<file path="src/rtl/uart_rx_param.sv">
// Oversampled UART receiver: 2-flop synchroniser, 3-sample majority vote per bit,
// framing-error reporting; optional parity checking is enabled by UART_RX_PARITY_EN.
`timescale 1ns/1ps
module uart_rx_param #(
  parameter int DATA_BITS  = 7,
  parameter int OVERSAMPLE = 8,
  parameter int PARITY_ODD = 0
) (
  input  logic                 clk,
  input  logic                 rst_n,
  input  logic                 ena,
  input  logic                 rx,
  output logic [DATA_BITS-1:0] data_out,
  output logic                 valid_out,
  output logic                 frame_err_out,
  output logic                 parity_err_out,
  output logic [2:0]           state_out
);

  localparam int CW  = $clog2(OVERSAMPLE);
  localparam int BW  = $clog2(DATA_BITS);
  localparam int MID = OVERSAMPLE / 2;
  localparam logic [CW-1:0] C_MIDM1   = CW'(MID - 1);
  localparam logic [CW-1:0] C_MID     = CW'(MID);
  localparam logic [CW-1:0] C_MIDP1   = CW'(MID + 1);
  localparam logic [CW-1:0] C_LAST    = CW'(OVERSAMPLE - 1);
  localparam logic [BW-1:0] C_LASTBIT = BW'(DATA_BITS - 1);

  typedef enum logic [2:0] {
    S_IDLE   = 3'd0,
    S_START  = 3'd1,
    S_DATA   = 3'd2,
`ifdef UART_RX_PARITY_EN
    S_PARITY = 3'd3,
`endif
    S_STOP   = 3'd4
  } state_t;

  logic                 r_s1, r_rxS;
  state_t               r_state, w_stateNext;
  logic [CW-1:0]        r_sampleCnt, w_cntNext;
  logic [BW-1:0]        r_bitCnt, w_bitNext;
  logic [DATA_BITS-1:0] r_shift, w_shiftNext;
  logic [DATA_BITS-1:0] r_data, w_dataNext;
  logic [1:0]           r_smp, w_smpNext;
  logic                 r_valid, w_validNext;
  logic                 r_ferr, w_ferrNext;
  logic                 w_vote;
`ifdef UART_RX_PARITY_EN
  localparam logic C_ODD = (PARITY_ODD != 0);
  logic                 r_perr, w_perrNext;
  logic                 r_parMis, w_parMisNext;
`endif

  // Vote combines the two stored mid-bit samples with the live third sample
  assign w_vote = (r_smp[0] & r_smp[1]) | (r_smp[0] & r_rxS) | (r_smp[1] & r_rxS);

  always_ff @(posedge clk or negedge rst_n) begin
    if (!rst_n) begin
      r_s1        <= 1'b1;
      r_rxS       <= 1'b1;
      r_state     <= S_IDLE;
      r_sampleCnt <= '0;
      r_bitCnt    <= '0;
      r_shift     <= '0;
      r_data      <= '0;
      r_smp       <= '0;
      r_valid     <= 1'b0;
      r_ferr      <= 1'b0;
`ifdef UART_RX_PARITY_EN
      r_perr      <= 1'b0;
      r_parMis    <= 1'b0;
`endif
    end else begin
      r_s1        <= rx;
      r_rxS       <= r_s1;
      r_state     <= w_stateNext;
      r_sampleCnt <= w_cntNext;
      r_bitCnt    <= w_bitNext;
      r_shift     <= w_shiftNext;
      r_data      <= w_dataNext;
      r_smp       <= w_smpNext;
      r_valid     <= w_validNext;
      r_ferr      <= w_ferrNext;
`ifdef UART_RX_PARITY_EN
      r_perr      <= w_perrNext;
      r_parMis    <= w_parMisNext;
`endif
    end
  end

  always_comb begin
    w_stateNext  = r_state;
    w_cntNext    = r_sampleCnt;
    w_bitNext    = r_bitCnt;
    w_shiftNext  = r_shift;
    w_dataNext   = r_data;
    w_smpNext    = r_smp;
    w_validNext  = 1'b0;
    w_ferrNext   = 1'b0;
`ifdef UART_RX_PARITY_EN
    w_perrNext   = 1'b0;
    w_parMisNext = r_parMis;
`endif
    if (ena) begin
      if (r_sampleCnt == C_MIDM1) w_smpNext[0] = r_rxS;
      if (r_sampleCnt == C_MID)   w_smpNext[1] = r_rxS;
      case (r_state)
        S_IDLE: begin
          if (!r_rxS) begin
            w_stateNext = S_START;
            w_cntNext   = '0;
          end
        end
        S_START: begin
          w_cntNext = r_sampleCnt + 1'b1;
          if (r_sampleCnt == C_MIDP1 && w_vote) begin
            w_stateNext = S_IDLE;
            w_cntNext   = '0;
          end else if (r_sampleCnt == C_LAST) begin
            w_stateNext = S_DATA;
            w_cntNext   = '0;
            w_bitNext   = '0;
          end
        end
        S_DATA: begin
          w_cntNext = r_sampleCnt + 1'b1;
          if (r_sampleCnt == C_MIDP1)
            w_shiftNext = {w_vote, r_shift[DATA_BITS-1:1]};
          if (r_sampleCnt == C_LAST) begin
            w_cntNext = '0;
            if (r_bitCnt == C_LASTBIT) begin
`ifdef UART_RX_PARITY_EN
              w_stateNext = S_PARITY;
`else
              w_stateNext = S_STOP;
`endif
            end else begin
              w_bitNext = r_bitCnt + 1'b1;
            end
          end
        end
`ifdef UART_RX_PARITY_EN
        S_PARITY: begin
          w_cntNext = r_sampleCnt + 1'b1;
          if (r_sampleCnt == C_MIDP1)
            w_parMisNext = w_vote ^ (^r_shift) ^ C_ODD;
          if (r_sampleCnt == C_LAST) begin
            w_stateNext = S_STOP;
            w_cntNext   = '0;
          end
        end
`endif
        // Leave STOP at the vote so a back-to-back start edge is not missed
        S_STOP: begin
          w_cntNext = r_sampleCnt + 1'b1;
          if (r_sampleCnt == C_MIDP1) begin
            w_stateNext = S_IDLE;
            w_cntNext   = '0;
            if (!w_vote)
              w_ferrNext = 1'b1;
`ifdef UART_RX_PARITY_EN
            else if (r_parMis)
              w_perrNext = 1'b1;
`endif
            else begin
              w_dataNext  = r_shift;
              w_validNext = 1'b1;
            end
          end
        end
        default: begin
          w_stateNext = S_IDLE;
          w_cntNext   = '0;
        end
      endcase
    end
  end

  assign data_out      = r_data;
  assign valid_out     = r_valid;
  assign frame_err_out = r_ferr;
  assign state_out     = r_state;
`ifdef UART_RX_PARITY_EN
  assign parity_err_out = r_perr;
`else
  assign parity_err_out = 1'b0;
`endif

endmodule

</file>
<file path="config.mk">
export PLATFORM = sky130hd
export DESIGN_NAME = uart_rx_param
export DESIGN_NICKNAME = d
export VERILOG_FILES = /design/src/rtl/uart_rx_param.sv
export SDC_FILE = /design/constraint.sdc
export NUM_CORES = 1
export LEC_CHECK = 0
export ABC_AREA = 1
export CORE_MARGIN = 5
export CORE_UTILIZATION = 49
export DETAILED_ROUTE_END_ITERATION = 10
export GPL_TIMING_DRIVEN = 1
export PLACE_DENSITY_LB_ADDON = 0.25
export SYNTH_ARGS = -nofsm -noshare
export SYNTH_HDL_FRONTEND = slang
export SYNTH_SLANG_ARGS = --single-unit
</file>
<file path="constraint.sdc">
create_clock -name clk -period 1.4 [get_ports clk]
set_input_delay 0.28 -clock clk [delete_from_list [all_inputs] [get_ports clk]]
set_output_delay 0.28 -clock clk [all_outputs]
set_load 0.01 [all_outputs]
</file>
Word level (Yosys, flattened, before mapping)
Cells that the tools add are included.

Add/subtract/negate cells: 2. Equal/unequal tests: 16. Mux-type cells: 25. Bitwise gates (word level): 5. Reductions and logical operators: 10.

Operators with widths (count): $mux 3 (14); $pmux 3 s4 (2); $eq 3x3->1 const B (5); $ne 2x2->1 const B (7); $reduce_and 6->1 (2); $mux 1 (8); $add 3x1->3 const B (2); $eq 3x2->1 const B (2); $pmux 3 s2 (1); $reduce_and 2->1 (3); $reduce_and 4->1 (1); $and 1x1->1 (3); $eq 3x1->1 const B (1); $logic_not 3->1 (1); $ne 3x3->1 const B (1); $reduce_and 3->1 (1); $or 1x1->1 (2); $reduce_bool 2->1 (1); $logic_and 1x1->1 (1).

Register bits after elaboration: 29. Bits of input ports: 4. Output and inout port bits: 13. Logic and storage cells: 69.

Longest topological paths before layout
Word-level depth: 7. Gate-level depth with buffers: 11. Mapped depth without buffers: 11.

Worst setup path after synthesis
Ideal clock, no wire load.

Path kind: register to register. From: register r_sampleCnt[1]. To: register r_bitCnt[2]. Library setup time: 0.117 ns. Data arrival time: 1.260 ns. Required time: 1.283 ns. Slack: 0.023 ns. Cell stages (with the launch flop): 11. Buffers on the path: 0. Period minus slack after synthesis: 1.377 ns. Path through: dfrtp_1 -> inv_1 -> ha_1 -> nand2_2 -> inv_1 -> nand3_2 -> nand2_2 -> a21oi_4 -> inv_2 -> nand2_1 -> nand2_1.

Longest elaborated chain between the ends: 4. Elaborated cells on any way between the ends: 7. Those cells by class: eq/ne (5); reduce/logical (2).

RTL lines: start: declaration (RTL line 41) `logic [CW-1:0] r_sampleCnt, w_cntNext;`; start signal: assignment (RTL line 78) `r_sampleCnt <= w_cntNext;`; $eq 3x3->1 (RTL line 117) `if (r_sampleCnt == C_MIDP1 && w_vote) begin`; $logic_and 1x1->1 (RTL line 117); $ne 2x2->1 (no line); $reduce_and 6->1 (no line) (*); end signal: assignment (RTL line 79) `r_bitCnt <= w_bitNext;`; end: declaration (RTL line 42) `logic [BW-1:0] r_bitCnt, w_bitNext;`.

Mark *: on every way between the ends. The rest lies on a longest branch, timed or not. A chain may end at the register's enable or synchronous reset.

Worst setup path in the final report
From: register r_sampleCnt[0]. To: register r_bitCnt[1].

Same word-level chain as after synthesis.

==> qor.txt <==
status - finished with violations
violated checks - negative setup slack
syn nets - 183
deepest clock path buffer count - 2
achievable clock frequency - 705 MHz
port bufs - 15
hold_ws - 0.301 ns
via count - 1270
post-synthesis simple-gate area fraction - 0.265
total routed wirelength - 3430 um
first-pass GRT wire length - 6110 um
gr ovfl total - 0
synthesized area - 1490 sq um
Power Density - 1420 nW/um^2
Root Driver - clkbuf_4
routability cong. - 0.910
crit path max fanout - 4
DR iter-0 viols - 55
CTS tree - done
CTS H-tree depth - 2
die width - 65.2 um
FF-to-FF End - r_bitCnt[1]
mean cell area of the mapped netlist - 8.74 sq um
maximum number of pins on one net before global-route repair - 30
Die ar. - 4250 sq um
residual DRC count - 0
xor/xnor share of the synthesized area - 0.00586
worst IR drop on VDD - 1.01 mV
initial antenna violation count - 0
number of global-route vias before repair - 1346
Antenna Cells - 0
Initial Utilization - 0.502
Ports - 17
post-synthesis sequential area ratio - 0.487
number of routed nets with antenna violations - 0
hpwl dp - 2200 um
clk sinks - 29
number of buffers created by CTS - 5
min cycle time layout - 1.42 ns
Filler Cells Inserted - 217
Worst-path clk slew - 0.09 ns
mux contribution to synthesized area - 0
wl on met1 - 1520 um
final critical-path setup slack - -0.0187 ns
register area - 731 sq um
synthesis-to-layout area growth - 38.6%
top routing layer used - met4
Syn. warnings - 0
data required time of the worst path - 1.62 ns
GRT Resource Usage Total - 0.185
HP Class - in2async
Clock Latency Late Sink - 0.32 ns
CP Capture Type - flop
post-route clock period utilization - 1.01
vias per std cell - 5.08
RSZ-0062 raised after global routing - yes
share of post-route cells with drive strength above 1 - 0.382
Mapped Cells - 171
met2 wire length - 1730 um
DR WL/cell - 13.7 um
Hold Fails Final Rpt - 0
Critical Path Source Type - flop
post-synthesis compound-gate area fraction - 0.0921
flop-to-flop setup slack - -0.02 ns
max-slew violations - 0
MaxCap Viol Count - 0
Worst R2R Path Depth - 9
final setup vio count - 5
cell row count - 20
FF-to-FF Start - r_sampleCnt[0]
area share of fa/ha/maj cells after synthesis - 0.0670
worst path arrival time - 1.64 ns
Final nets - 228
Leak Pwr - 1.06 nW
Setup Skew - 0.00311 ns
fin util - 0.695
met3 wire length - 134 um
DR pass1 iterations - 4
synth unique cells - 28
area of the core - 2980 sq um
Die Span Y - 65.2 um
main combinational cell family by area after synthesis - simple AND/OR/NAND/NOR gates
flops & latches, synth - 29
area of the multi-input gates - 792 sq um
Setup Crit Path Kind - reg2reg
-- cells in the final DEF, fill, tap and decap left out, types with 7 or more instances in the layout --
master	synthesis	routed
nand2_1	51	39
dfrtp_1	27	25
buf_4	2	21
inv_1	23	17
dlygate4sd2_1	0	12
nand2_2	4	11
nand3_1	10	9
inv_2	2	8
o21ai_2	6	7
o21ai_1	7	7
-- flip-flops by register name (all words and copies together) (netlist names), 2 cells and up --
name and cells:
r_sampleCnt 3, data_out 7, state_out 3, r_shift 7, r_bitCnt 3, r_smp 2
-- layout make-up --
type	count	share of cell area
Multi-Input combinational cell	114	0.382
Sequential cell	29	0.353
Timing Repair Buffer	40	0.172
Inverter	26	0.0483
Clock buffer	6	0.0199
Tap cell	33	0.0199
Clock inverter	2	0.00483
-- worst max-delay path: stages, from the launching register on --
cell and delay [ns]:
dfrtp_2 0.46, ha_4 0.19, nand2_4 0.10, inv_2 0.05, nand3_4 0.08, nand2_4 0.08
a21oi_4 0.18, inv_2 0.06, nand2_1 0.06, nand2_1 0.05
-- cell families (layout without fill, tap and decap cells) --
logic type / Yosys count / in the layout
other: 1 / 1
adders and majority gates: 8 / 8
DFF: 29 / 29
xor gates and xnor gates: 1 / 1
buffers and inverters: 29 / 74
and+or+nand+nor: 83 / 84
AOI/OAI and AO/OA: 20 / 20
-- through the flow --
stage / setup TNS, ns / std cells / total power, mW / worst slack, ns / instance area [sq um]
2_1_floorplan: 0 / 171 / 1.63 / 0.0231 / 1490
3_3_place_gp: -1.92 / 227 / 1.97 / -0.123 / 1760
3_5_place_dp: -3.00 / 227 / 2.01 / -0.157 / 1760
4_1_cts: -0.0292 / 246 / 2.72 / -0.0127 / 1960
5_1_grt: -1.42 / 250 / 3.17 / -0.128 / 2070
6_report: -0.0507 / 250 / 2.95 / -0.0187 / 2070
-- report_power, final --
part           leakage (nW)  total [mW]  switching [mW]  internal, mW
Clock                0.0320       0.479           0.288         0.191
Combinational         0.635        1.45           0.796         0.653
Sequential            0.390        1.02          0.0868         0.936
Total                  1.06        2.95            1.17          1.78
-- routing by layer --
metal	vias up	track usage
li1	629	-
met1	619	0.227
met2	17	0.308
met3	5	0.0513
met4	0	0.0699
met5	-	0
-- cell usage after synthesis --
cell       n  area (sq um)
a21oi_1    1          5.00
a21oi_4    1          16.3
a31oi_1    1          6.26
buf_2      1          5.00
buf_4      2          15.0
conb_1     1          3.75
dfrtp_1   27           676
dfstp_2    2          52.6
ha_1       8           100
inv_1     23          86.3
inv_2      2          7.51
inv_4      1          6.26
nand2_1   51           191
nand2_2    4          25.0
nand3_1   10          50.1
nand3_2    2          20.0
nand3_4    1          17.5
nand4_1    4          25.0
nor2_1     6          22.5
nor2_2     1          6.26
nor2_4     2          22.5
nor3_1     1          5.00
nor3_2     1          10.0
o211ai_1   1          7.51
o21ai_0    3          15.0
o21ai_1    7          35.0
o21ai_2    6          52.6
xor2_1     1          8.76
-- what timing repair did --
action | in CTS | in global routing
gates resized for setup | 36 | 18
gates cloned | 1 | 0
hold buffers | 0 | 0
endpoints found under the setup margin | 33 | 23
setup buffers | 10 | 4
pin swaps | 9 | 9
-- worst max path at each step --
stage,startpoint,endpoint,slack [ns],depth (start not counted)
after global routing,r_sampleCnt[0],r_sampleCnt[1],-0.13,7
after detailed placement,ena,data_out[2],-0.16,6
after floorplan,r_sampleCnt[1],r_bitCnt[2],0.02,10
final,r_sampleCnt[0],r_bitCnt[1],-0.02,9
after CTS,r_sampleCnt[0],r_bitCnt[1],-0.01,9
after global placement,ena,state_out[0],-0.12,7
Note: power is estimated with default switching activity, not from simulation.
